## config.mk

```make
export PLATFORM = sky130hd
export DESIGN_NAME = instr_bus_router_flat
export DESIGN_NICKNAME = d
export VERILOG_FILES = /design/src/rtl/rxd_pkg.sv /design/src/rtl/instr_bus_router_if.sv /design/src/rtl/instr_bus_id_fifo.sv /design/src/rtl/instr_bus_router.sv /design/src/flat_wrapper.sv
export SDC_FILE = /design/constraint.sdc
export NUM_CORES = 1
export LEC_CHECK = 0
export ABC_AREA = 1
export BUFFER_PORTS_ARGS = -buffer_cell sky130_fd_sc_hd__buf_4
export CAP_MARGIN = 20
export CORE_MARGIN = 3
export CORE_UTILIZATION = 34
export CTS_CLUSTER_SIZE = 25
export DETAILED_ROUTE_END_ITERATION = 10
export GPL_TIMING_DRIVEN = 0
export MAX_ROUTING_LAYER = met4
export PLACE_DENSITY = 0.83
export SLEW_MARGIN = 5
export SYNTH_ARGS = -nofsm -noshare
export SYNTH_HDL_FRONTEND = slang
export SYNTH_SLANG_ARGS = --single-unit
```

## constraint.sdc

```tcl
create_clock -name clk -period 2.25 [get_ports clk]
set_input_delay 0.1125 -clock clk [delete_from_list [all_inputs] [get_ports clk]]
set_output_delay 0.1125 -clock clk [all_outputs]
set_load 0.01 [all_outputs]
```

## src/rtl/rxd_pkg.sv

```systemverilog
// Shared types and default address map for the instruction-bus interconnect.
// ID_ERR and instr_bus_id_t match the default two-slave configuration.
package rxd_pkg;

    localparam logic [31:0] BOOT_ROM_ADDRESS_SPACE = 32'h0000_1000;
    localparam logic [31:0] CODE_RAM_ADDRESS_SPACE = 32'h0001_0000;
    localparam logic [31:0] BOOT_ROM_BASE          = 32'h0000_0000;
    localparam logic [31:0] CODE_RAM_BASE          = 32'h0001_0000;

    localparam int INSTR_BUS_N_SLAVES = 2;
    localparam int INSTR_BUS_ID_W     = $clog2(INSTR_BUS_N_SLAVES + 1);

    typedef logic [INSTR_BUS_ID_W-1:0] instr_bus_id_t;

    // The ID one past the last slave marks a fetch that is answered internally.
    localparam instr_bus_id_t ID_ERR = instr_bus_id_t'(INSTR_BUS_N_SLAVES);

    localparam logic [31:0] INSTR_BUS_BASE_DEFAULT [INSTR_BUS_N_SLAVES] =
        '{BOOT_ROM_BASE, CODE_RAM_BASE};
    localparam logic [31:0] INSTR_BUS_MASK_DEFAULT [INSTR_BUS_N_SLAVES] =
        '{~(BOOT_ROM_ADDRESS_SPACE - 32'd1), ~(CODE_RAM_ADDRESS_SPACE - 32'd1)};

    function automatic logic addr_hit(input logic [31:0] addr,
                                      input logic [31:0] base,
                                      input logic [31:0] mask);
        return (addr & mask) == base;
    endfunction

endpackage

```

## src/rtl/instr_bus_router_if.sv

```systemverilog
// Fetch-side and slave-side signals of the instruction-bus router.
// The master modport is the router's own view; slave is the environment's view.
interface instr_bus_router_if #(parameter int N_SLAVES = 2);

    logic                     m_req;
    logic [31:0]              m_addr;
    logic                     m_gnt;
    logic                     m_rvalid;
    logic [31:0]              m_rdata;
    logic                     m_err;
    logic [N_SLAVES-1:0]      s_req;
    logic [31:0]              s_addr;
    logic [N_SLAVES-1:0]      s_gnt;
    logic [N_SLAVES-1:0]      s_rvalid;
    logic [N_SLAVES-1:0][31:0] s_rdata;

    modport master (
        input  m_req, m_addr, s_gnt, s_rvalid, s_rdata,
        output m_gnt, m_rvalid, m_rdata, m_err, s_req, s_addr
    );

    modport slave (
        output m_req, m_addr, s_gnt, s_rvalid, s_rdata,
        input  m_gnt, m_rvalid, m_rdata, m_err, s_req, s_addr
    );

endinterface

```

## src/rtl/instr_bus_id_fifo.sv

```systemverilog
// In-order FIFO of target IDs for granted fetches awaiting their response.
// Head is read combinationally; there is no fall-through from push to head.
module instr_bus_id_fifo #(
    parameter int WIDTH = 2,
    parameter int DEPTH = 2
) (
    input  logic             clk,
    input  logic             rst,
    input  logic             push,
    input  logic [WIDTH-1:0] din,
    input  logic             pop,
    output logic [WIDTH-1:0] head,
    output logic             full,
    output logic             empty
);

    localparam int PTR_W = (DEPTH > 1) ? $clog2(DEPTH) : 1;
    localparam int CNT_W = $clog2(DEPTH + 1);

    logic [WIDTH-1:0] mem [DEPTH];
    logic [PTR_W-1:0] wr_ptr, rd_ptr;
    logic [CNT_W-1:0] count;
    logic             do_push, do_pop;

    function automatic logic [PTR_W-1:0] next_ptr(input logic [PTR_W-1:0] p);
        return (p == PTR_W'(DEPTH - 1)) ? '0 : p + PTR_W'(1);
    endfunction

    assign full    = (count == CNT_W'(DEPTH));
    assign empty   = (count == '0);
    assign do_push = push && !full;
    assign do_pop  = pop && !empty;
    assign head    = mem[rd_ptr];

    always_ff @(posedge clk) begin
        if (rst) begin
            wr_ptr <= '0;
            rd_ptr <= '0;
            count  <= '0;
        end else begin
            if (do_push) wr_ptr <= next_ptr(wr_ptr);
            if (do_pop)  rd_ptr <= next_ptr(rd_ptr);
            case ({do_push, do_pop})
                2'b10:   count <= count + CNT_W'(1);
                2'b01:   count <= count - CNT_W'(1);
                default: count <= count;
            endcase
        end
    end

    // NOTE: storage is not reset; count and pointers alone decide what is valid.
    always_ff @(posedge clk) begin
        if (do_push) mem[wr_ptr] <= din;
    end

endmodule

```

## src/rtl/instr_bus_router.sv

```systemverilog
// Instruction-bus interconnect: decodes fetches onto N_SLAVES slaves, tracks
// outstanding fetches in order and returns responses (or errors) to the core.
module instr_bus_router
    import rxd_pkg::*;
#(
    parameter int          N_SLAVES              = 2,
    parameter int          DEPTH                 = 2,
    parameter logic [31:0] SLAVE_BASE [N_SLAVES] = INSTR_BUS_BASE_DEFAULT,
    parameter logic [31:0] SLAVE_MASK [N_SLAVES] = INSTR_BUS_MASK_DEFAULT
) (
    input  logic               clk,
    input  logic               rst,
    instr_bus_router_if.master bus,
    output logic               protocol_err
);

    localparam int ID_W = $clog2(N_SLAVES + 1);
    typedef logic [ID_W-1:0] id_t;
    localparam id_t TGT_ERR = id_t'(N_SLAVES);

    id_t  tgt, head;
    logic ok, push, pop, full, empty, unexpected;

    assign ok         = bus.m_req && !full;
    assign push       = bus.m_gnt;
    assign bus.s_addr = bus.m_addr;

    // NOTE: every signal written here gets a default first, so no latches appear.
    always_comb begin
        tgt       = TGT_ERR;
        bus.s_req = '0;
        bus.m_gnt = 1'b0;
        // Walk downwards so the lowest-index hit is the one left standing.
        for (int i = N_SLAVES - 1; i >= 0; i--) begin
            if (addr_hit(bus.m_addr, SLAVE_BASE[i], SLAVE_MASK[i])) tgt = id_t'(i);
        end
        if (tgt == TGT_ERR) begin
            bus.m_gnt = ok;
        end else begin
            for (int i = 0; i < N_SLAVES; i++) begin
                if (tgt == id_t'(i)) begin
                    bus.s_req[i] = ok;
                    bus.m_gnt    = ok && bus.s_gnt[i];
                end
            end
        end
    end

    always_comb begin
        pop          = 1'b0;
        bus.m_rvalid = 1'b0;
        bus.m_err    = 1'b0;
        bus.m_rdata  = '0;
        unexpected   = 1'b0;
        if (!empty && head == TGT_ERR) begin
            pop          = 1'b1;
            bus.m_rvalid = 1'b1;
            bus.m_err    = 1'b1;
        end
        for (int j = 0; j < N_SLAVES; j++) begin
            if (bus.s_rvalid[j]) begin
                if (!empty && head == id_t'(j)) begin
                    pop          = 1'b1;
                    bus.m_rvalid = 1'b1;
                    bus.m_rdata  = bus.s_rdata[j];
                end else begin
                    unexpected = 1'b1;
                end
            end
        end
    end

    always_ff @(posedge clk) begin
        if (rst)             protocol_err <= 1'b0;
        else if (unexpected) protocol_err <= 1'b1;
    end

    instr_bus_id_fifo #(
        .WIDTH (ID_W),
        .DEPTH (DEPTH)
    ) u_id_fifo (
        .clk   (clk),
        .rst   (rst),
        .push  (push),
        .din   (tgt),
        .pop   (pop),
        .head  (head),
        .full  (full),
        .empty (empty)
    );

endmodule

```

## src/flat_wrapper.sv

```systemverilog
// flat-port wrapper written by rule: the top's interface ports become plain ports
module instr_bus_router_flat import rxd_pkg::*;
#(
    parameter int          N_SLAVES              = 2,
    parameter int          DEPTH                 = 2,
    parameter logic [31:0] SLAVE_BASE [N_SLAVES] = INSTR_BUS_BASE_DEFAULT,
    parameter logic [31:0] SLAVE_MASK [N_SLAVES] = INSTR_BUS_MASK_DEFAULT
)
  (clk, rst, protocol_err, bus_m_req, bus_m_addr, bus_s_gnt, bus_s_rvalid, bus_s_rdata, bus_m_gnt, bus_m_rvalid, bus_m_rdata, bus_m_err, bus_s_req, bus_s_addr);
  instr_bus_router_if #(.N_SLAVES(N_SLAVES)) bus_i ();
  input  logic clk;
  input  logic rst;
  output logic protocol_err;
  input wire logic [$bits(bus_i.m_req)-1:0] bus_m_req;
  input wire logic [$bits(bus_i.m_addr)-1:0] bus_m_addr;
  input wire logic [$bits(bus_i.s_gnt)-1:0] bus_s_gnt;
  input wire logic [$bits(bus_i.s_rvalid)-1:0] bus_s_rvalid;
  input wire logic [$bits(bus_i.s_rdata)-1:0] bus_s_rdata;
  output wire logic [$bits(bus_i.m_gnt)-1:0] bus_m_gnt;
  output wire logic [$bits(bus_i.m_rvalid)-1:0] bus_m_rvalid;
  output wire logic [$bits(bus_i.m_rdata)-1:0] bus_m_rdata;
  output wire logic [$bits(bus_i.m_err)-1:0] bus_m_err;
  output wire logic [$bits(bus_i.s_req)-1:0] bus_s_req;
  output wire logic [$bits(bus_i.s_addr)-1:0] bus_s_addr;
  assign bus_i.m_req = bus_m_req;
  assign bus_i.m_addr = bus_m_addr;
  assign bus_i.s_gnt = bus_s_gnt;
  assign bus_i.s_rvalid = bus_s_rvalid;
  assign bus_i.s_rdata = bus_s_rdata;
  assign bus_m_gnt = bus_i.m_gnt;
  assign bus_m_rvalid = bus_i.m_rvalid;
  assign bus_m_rdata = bus_i.m_rdata;
  assign bus_m_err = bus_i.m_err;
  assign bus_s_req = bus_i.s_req;
  assign bus_s_addr = bus_i.s_addr;
  instr_bus_router #(.N_SLAVES(N_SLAVES), .DEPTH(DEPTH), .SLAVE_BASE(SLAVE_BASE), .SLAVE_MASK(SLAVE_MASK)) u_core (.clk(clk), .rst(rst), .bus(bus_i), .protocol_err(protocol_err));
endmodule
```

Word level (Yosys, flattened, before mapping). Memory sizes are Yosys's and may differ from the RTL's. A register that Yosys moved wholly into a read port is not among the register bits. Cells that the tools add are included. W data, S select, Z words.

Logic and storage cells: 60. Memory bits (writable): 4. Register bits: 5. Input bits: 103. Memories kept: 1.

Memory list: u_core.u_id_fifo.mem (depth 2, bits a word 2, read ports 1, clocked after memory_dff 1, wr ports 1, RTL line instr_bus_id_fifo.sv:20) `logic [WIDTH-1:0] mem [DEPTH];`.

Muxes and demuxes: 28. Reductions and logical operators: 15. Add/subtract/negate cells: 4. Equality and inequality tests: 8.

Operators with widths (number): $mux W32 (4); $logic_not A32 Y1 (1); $mux W1 (20); $eq A16 B1 Y1 const B (1); $eq A2 B2 Y1 const B (4); $logic_and A1 B1 Y1 (8); $eq A2 B1 Y1 const B (3); $logic_not A2 Y1 (3); $mux W2 (3); $pmux W2 S2 (1); $add A1 B1 Y1 const B (2); $add A2 B1 Y2 const B (1); $logic_not A1 Y1 (2); $reduce_bool A2 Y1 (1); $sub A2 B1 Y2 const B (1).

Logic depth before layout (Yosys ltp).
Word-level depth: 11. Mapped depth: 14.

Cells and area by module. Synthesis repeated with hierarchy kept, for this count alone.

Cells, all modules: 235. Area total of the unflattened synthesis: 1435.1 µm².

Modules (own cells, without submodules): instr_bus_router (sequential area each 20.0 µm², times used 1, cells an instance 189, area each 1029.7 µm²); instr_bus_id_fifo (sequential area each 220.2 µm², times used 1, cells an instance 46, area each 405.4 µm²).

Least setup slack after synthesis. No wires, ideal clock.

Path type: input port to flip-flop. Start point: input bus_m_addr[23]. End point: register u_core.u_id_fifo.count[1]. Setup slack: 556 ps. Data required time: 2180 ps. Data arrival time: 1624 ps. Stages: 13. Path buffers: 0. Setup time: 70 ps. Cells stage by stage: or2_4 > nor2_8 > nand3_4 > nor2_4 > nand2_2 > nand3_4 > inv_1 > ha_1 > inv_1 > nand2_1 > nor2_1 > o21ai_0 > a21oi_1.

Word-level cells in the longest chain between the ends: 10. Elaborated cells between the ends (all ways): 15. Those cells by class: eq/ne (5); mux (6); reduce/logical (4).

Ends and longest elaborated chain: from (decl) (RTL line flat_wrapper.sv:15) `input wire logic [$bits(bus_i.m_addr)-1:0] bus_m_addr;`; $eq A16 B1 Y1 (RTL line rxd_pkg.sv:26) `return (addr & mask) == base;`; $mux W2 (RTL line instr_bus_router.sv:35) `if (addr_hit(bus.m_addr, SLAVE_BASE[i], SLAVE_MASK[i])) tgt = id_t'(i);`; $mux W2 (*) (RTL line instr_bus_router.sv:35); $logic_not A2 Y1 (RTL line instr_bus_router.sv:41) `if (tgt == id_t'(i)) begin`; $mux W1 (2 in series) (RTL line instr_bus_router.sv:41); $mux W1 (*) (RTL line instr_bus_router.sv:37) `if (tgt == TGT_ERR) begin`; via bus_m_gnt (RTL line flat_wrapper.sv:19) `output wire logic [$bits(bus_i.m_gnt)-1:0] bus_m_gnt;`; $logic_and A1 B1 Y1 (*) (RTL line instr_bus_id_fifo.sv:31) `assign do_push = push && !full;`; $eq A2 B1 Y1 or $eq A2 B2 Y1 (tied branches) (RTL line instr_bus_id_fifo.sv:43) `case ({do_push, do_pop})`; $pmux W2 S2 or $reduce_bool A2 Y1 (tied branches); to (signal assigned) (RTL line instr_bus_id_fifo.sv:44) `2'b10: count <= count + CNT_W'(1);`; to (signal assigned) (RTL line instr_bus_id_fifo.sv:45) `2'b01: count <= count - CNT_W'(1);`; to (signal assigned) (RTL line instr_bus_id_fifo.sv:46) `default: count <= count;`; to (decl) (RTL line instr_bus_id_fifo.sv:22) `logic [CNT_W-1:0] count;`.

The timed path passes the listed nets; every way through them passes the cells marked *. A chain may end at the register's enable or synchronous reset.

==> results.json <==
{
  "pin_count": 173,
  "pwr-share-comb_pct": 60.9,
  "cts-resized-gates": 0,
  "fin_hold_ws_ns": 0.221,
  "clock_latency_ns": 0.23,
  "fmax_ghz": 0.535,
  "crit_path_start_kind": "register",
  "dp_hpwl_um": 4570,
  "initial_core_util_pct": 35.9,
  "synth_nets": 336,
  "routabilityCongestion": 0.820,
  "hold_path.class": "in -> reg",
  "worst_slew_pin_slew_ns": 0.434,
  "drt-wirelength-per-cell_um": 11.9,
  "synth_cell_types": 25,
  "internal_power_mw": 0.698,
  "cts_max_level": 1,
  "drive_gt1_share_pct": 57.7,
  "grt_antenna_before_repair": 0,
  "die-width_um": 71.5,
  "path_max_fanout": 6,
  "cp_cell_sequence": "inv_2 -> o21ai_2 -> inv_2 -> nand2_1 -> nor2_4 -> nand2_1 -> nand2_2 -> ha_1 -> inv_1 -> nand2_1 -> nor2_1 -> o21ai_0 -> a21oi_1",
  "die-area_um2": 5110,
  "holdPathEnd": "u_core.protocol_err",
  "r2r_end": "u_core.u_id_fifo.count[1]",
  "fin_total_pwr_mw": 1.15,
  "grt_pass1_wl_um": 8220,
  "power.density_nw_per_um2": 418,
  "fin_nets": 500,
  "grt_overflow_total": 0,
  "path_clk_slew_ns": 0.05,
  "slowest_delay_ns": 0.33,
  "vdd.ir_drop.worst_mv": 0.375,
  "critical_path.top_delay_family": "simple AND/OR/NAND/NOR gates",
  "netSwitchingPower_mw": 0.454,
  "layout_commonest_cell": "buf_4",
  "status": "finished clean",
  "leakage_nw": 1.59,
  "yosys_register_bits": 10,
  "area_growth_pct": 89.3,
  "cts_tree": "built",
  "r2r_cells": 13,
  "cp_num_buf_inv": 3,
  "seqPwrFrac_pct": 22.8,
  "fin_ws_ns": 0.381,
  "first_global_vias": 1914,
  "worstHoldPathCells": 5,
  "drc": 0,
  "layout_common_cells": "191 x buf_4, 43 x inv_1, 36 x o21ai_1, 32 x nand3_1, 17 x nand2_1",
  "dp.cells": 441,
  "setup_viol": 0,
  "ant_nets": 0,
  "path_class": "reg -> reg",
  "numPortBuffers": 159,
  "relSlewSlack_pct": 71.0,
  "cp-end-kind": "register",
  "syn_area_per_cell_um2": 6.28,
  "core_um2": 4060,
  "sw_frac_of_total_pct": 39.4,
  "crit_slowest_cell": "dfxtp_1",
  "syn_area_um2": 1460,
  "vias": 1974,
  "clkPwrFrac_pct": 16.3,
  "detail_route.iter0.violations": 75,
  "arrival_ns": 2.03,
  "hp-start": "bus_s_rvalid[0]",
  "drv_slew": 0,
  "finalCritPeriodShare_pct": 83.0,
  "ys_seq_area_share_pct": 16.5,
  "crit_required_ns": 2.42,
  "fin_skew_ns": 0.00246,
  "tns_ns": 0,
  "vias_per_cell": 4.44,
  "fill_cells": 370,
  "final_cells": 445,
  "cts-buffers-inserted": 3,
  "cap_violations": 0,
  "route.final.wire_length_um": 5280,
  "dp_slack_ns": 0.365,
  "rsz0062_at_grt": "no",
  "hold_buffers": 0,
  "grt_max_degree": 11,
  "die_h_um": 71.5,
  "finalHoldViolCount": 0,
  "cts_setup_buffers": 0,
  "yosysWarningCount": 0,
  "n_antenna_cell": 0,
  "drt_first_pass_iters": 4,
  "synthCells": 232,
  "clock_path_buffers": 2,
  "rows": 23,
  "r2r_setup_slack_ns": 0.38,
  "root_buffer": "clkbuf_8",
  "grt.total_usage_pct": 19.8,
  "crit_path_frequent_cell": "nand2_1",
  "fin_crit_ns": 1.87,
  "cts.sinks": 10
}
[through the flow]
| stage | instance area, um^2 | utilization (%) |
|---|---|---|
| CTS | 2760 | 68.0 |
| global route | 2760 | 68.0 |
| finish | 2760 | 68.0 |
| detailed placement | 2710 | 66.9 |
| floorplan | 1460 | - |
| global placement | 2710 | 66.9 |
[cells by family (layout without fill, tap and decap cells)]
logic type	Yosys count	after routing	share of synthesized area, %
adder cells (fa/ha/maj)	1	1	0.859
buffers and inverters	91	254	32.2
AND/OR/NAND/NOR	85	85	34.5
AO/OA/AOI/OAI	45	45	16.0
flip-flops	10	10	16.5
[how the worst max path moves through the flow]
stage	end	slack [ns]	cells past startpoint
6_report	u_core.u_id_fifo.count[1]	0.38	13
5_1_grt	u_core.u_id_fifo.count[1]	0.10	14
4_1_cts	u_core.u_id_fifo.count[1]	0.37	13
3_5_place_dp	u_core.u_id_fifo.count[1]	0.36	14
3_3_place_gp	u_core.u_id_fifo.count[1]	0.43	14
2_1_floorplan	u_core.u_id_fifo.count[1]	0.56	13
[state kept, by name (all words and copies together) (netlist names), named ones only]
name                     count
u_core.u_id_fifo.mem         4
u_core.protocol_err          1
u_core.u_id_fifo.rd_ptr      1
u_core.u_id_fifo.wr_ptr      1
u_core.u_id_fifo.count       2
[metal layers]
| metal | vias up | GRT usage, % | routed length, um |
|---|---|---|---|
| met1 | 851 | 20.5 | 1780 |
| met2 | 95 | 38.1 | 2890 |
| met5 | - | - | 0 |
| li1 | 1024 | - | - |
| met4 | 0 | 2.71 | 13 |
| met3 | 4 | 4.91 | 598 |
[power by group through the flow]
stage               sequential, mW  clock, mW  combinational [mW]
finish                       0.263      0.188               0.702
global route                 0.267      0.202               0.788
CTS                          0.263      0.189               0.710
detailed placement           0.265          0               0.705
global placement             0.263          0               0.688
floorplan                    0.260          0               0.382
[worst min-delay path: cells and delay by family]
kind | cells | cell delay, ns
AO/OA/AOI/OAI | 2 | 0.12
AND/OR/NAND/NOR | 1 | 0.06
buffers and inverters | 2 | 0.13
[Yosys cell counts]
library cell  count  area share [%]
a21oi_1           4             1.4
and2_1            1            0.43
buf_1             3            0.77
buf_2             6             2.1
buf_4            32              16
clkbuf_1          1            0.26
dfxtp_1           6             8.2
edfxtp_1          4             8.2
ha_1              1            0.86
inv_1            43              11
inv_2             6             1.5
nand2_1          17             4.4
nand2_2           4             1.7
nand3_1          32              11
nand3_2           3             2.1
nand3_4           3             3.6
nand4_1           1            0.43
nor2_1           14             3.6
nor2_2            4             1.7
nor2_4            2             1.5
nor2_8            2             2.7
o21ai_0           3             1.0
o21ai_1          36              12
o21ai_2           2             1.2
or2_4             2             1.2
[area by class of cell]
class | instances | area, um^2 | area share [%]
Clock buffer | 3 | 41.3 | 1.50
Timing Repair Buffer | 159 | 1190 | 43.3
Tap cell | 50 | 62.6 | 2.27
Clock inverter | 1 | 3.75 | 0.136
Multi-Input combinational cell | 131 | 747 | 27.1
Sequential cell | 10 | 240 | 8.71
Buffer | 42 | 285 | 10.3
Inverter | 49 | 184 | 6.67
Power figures use the tool's default switching activity.
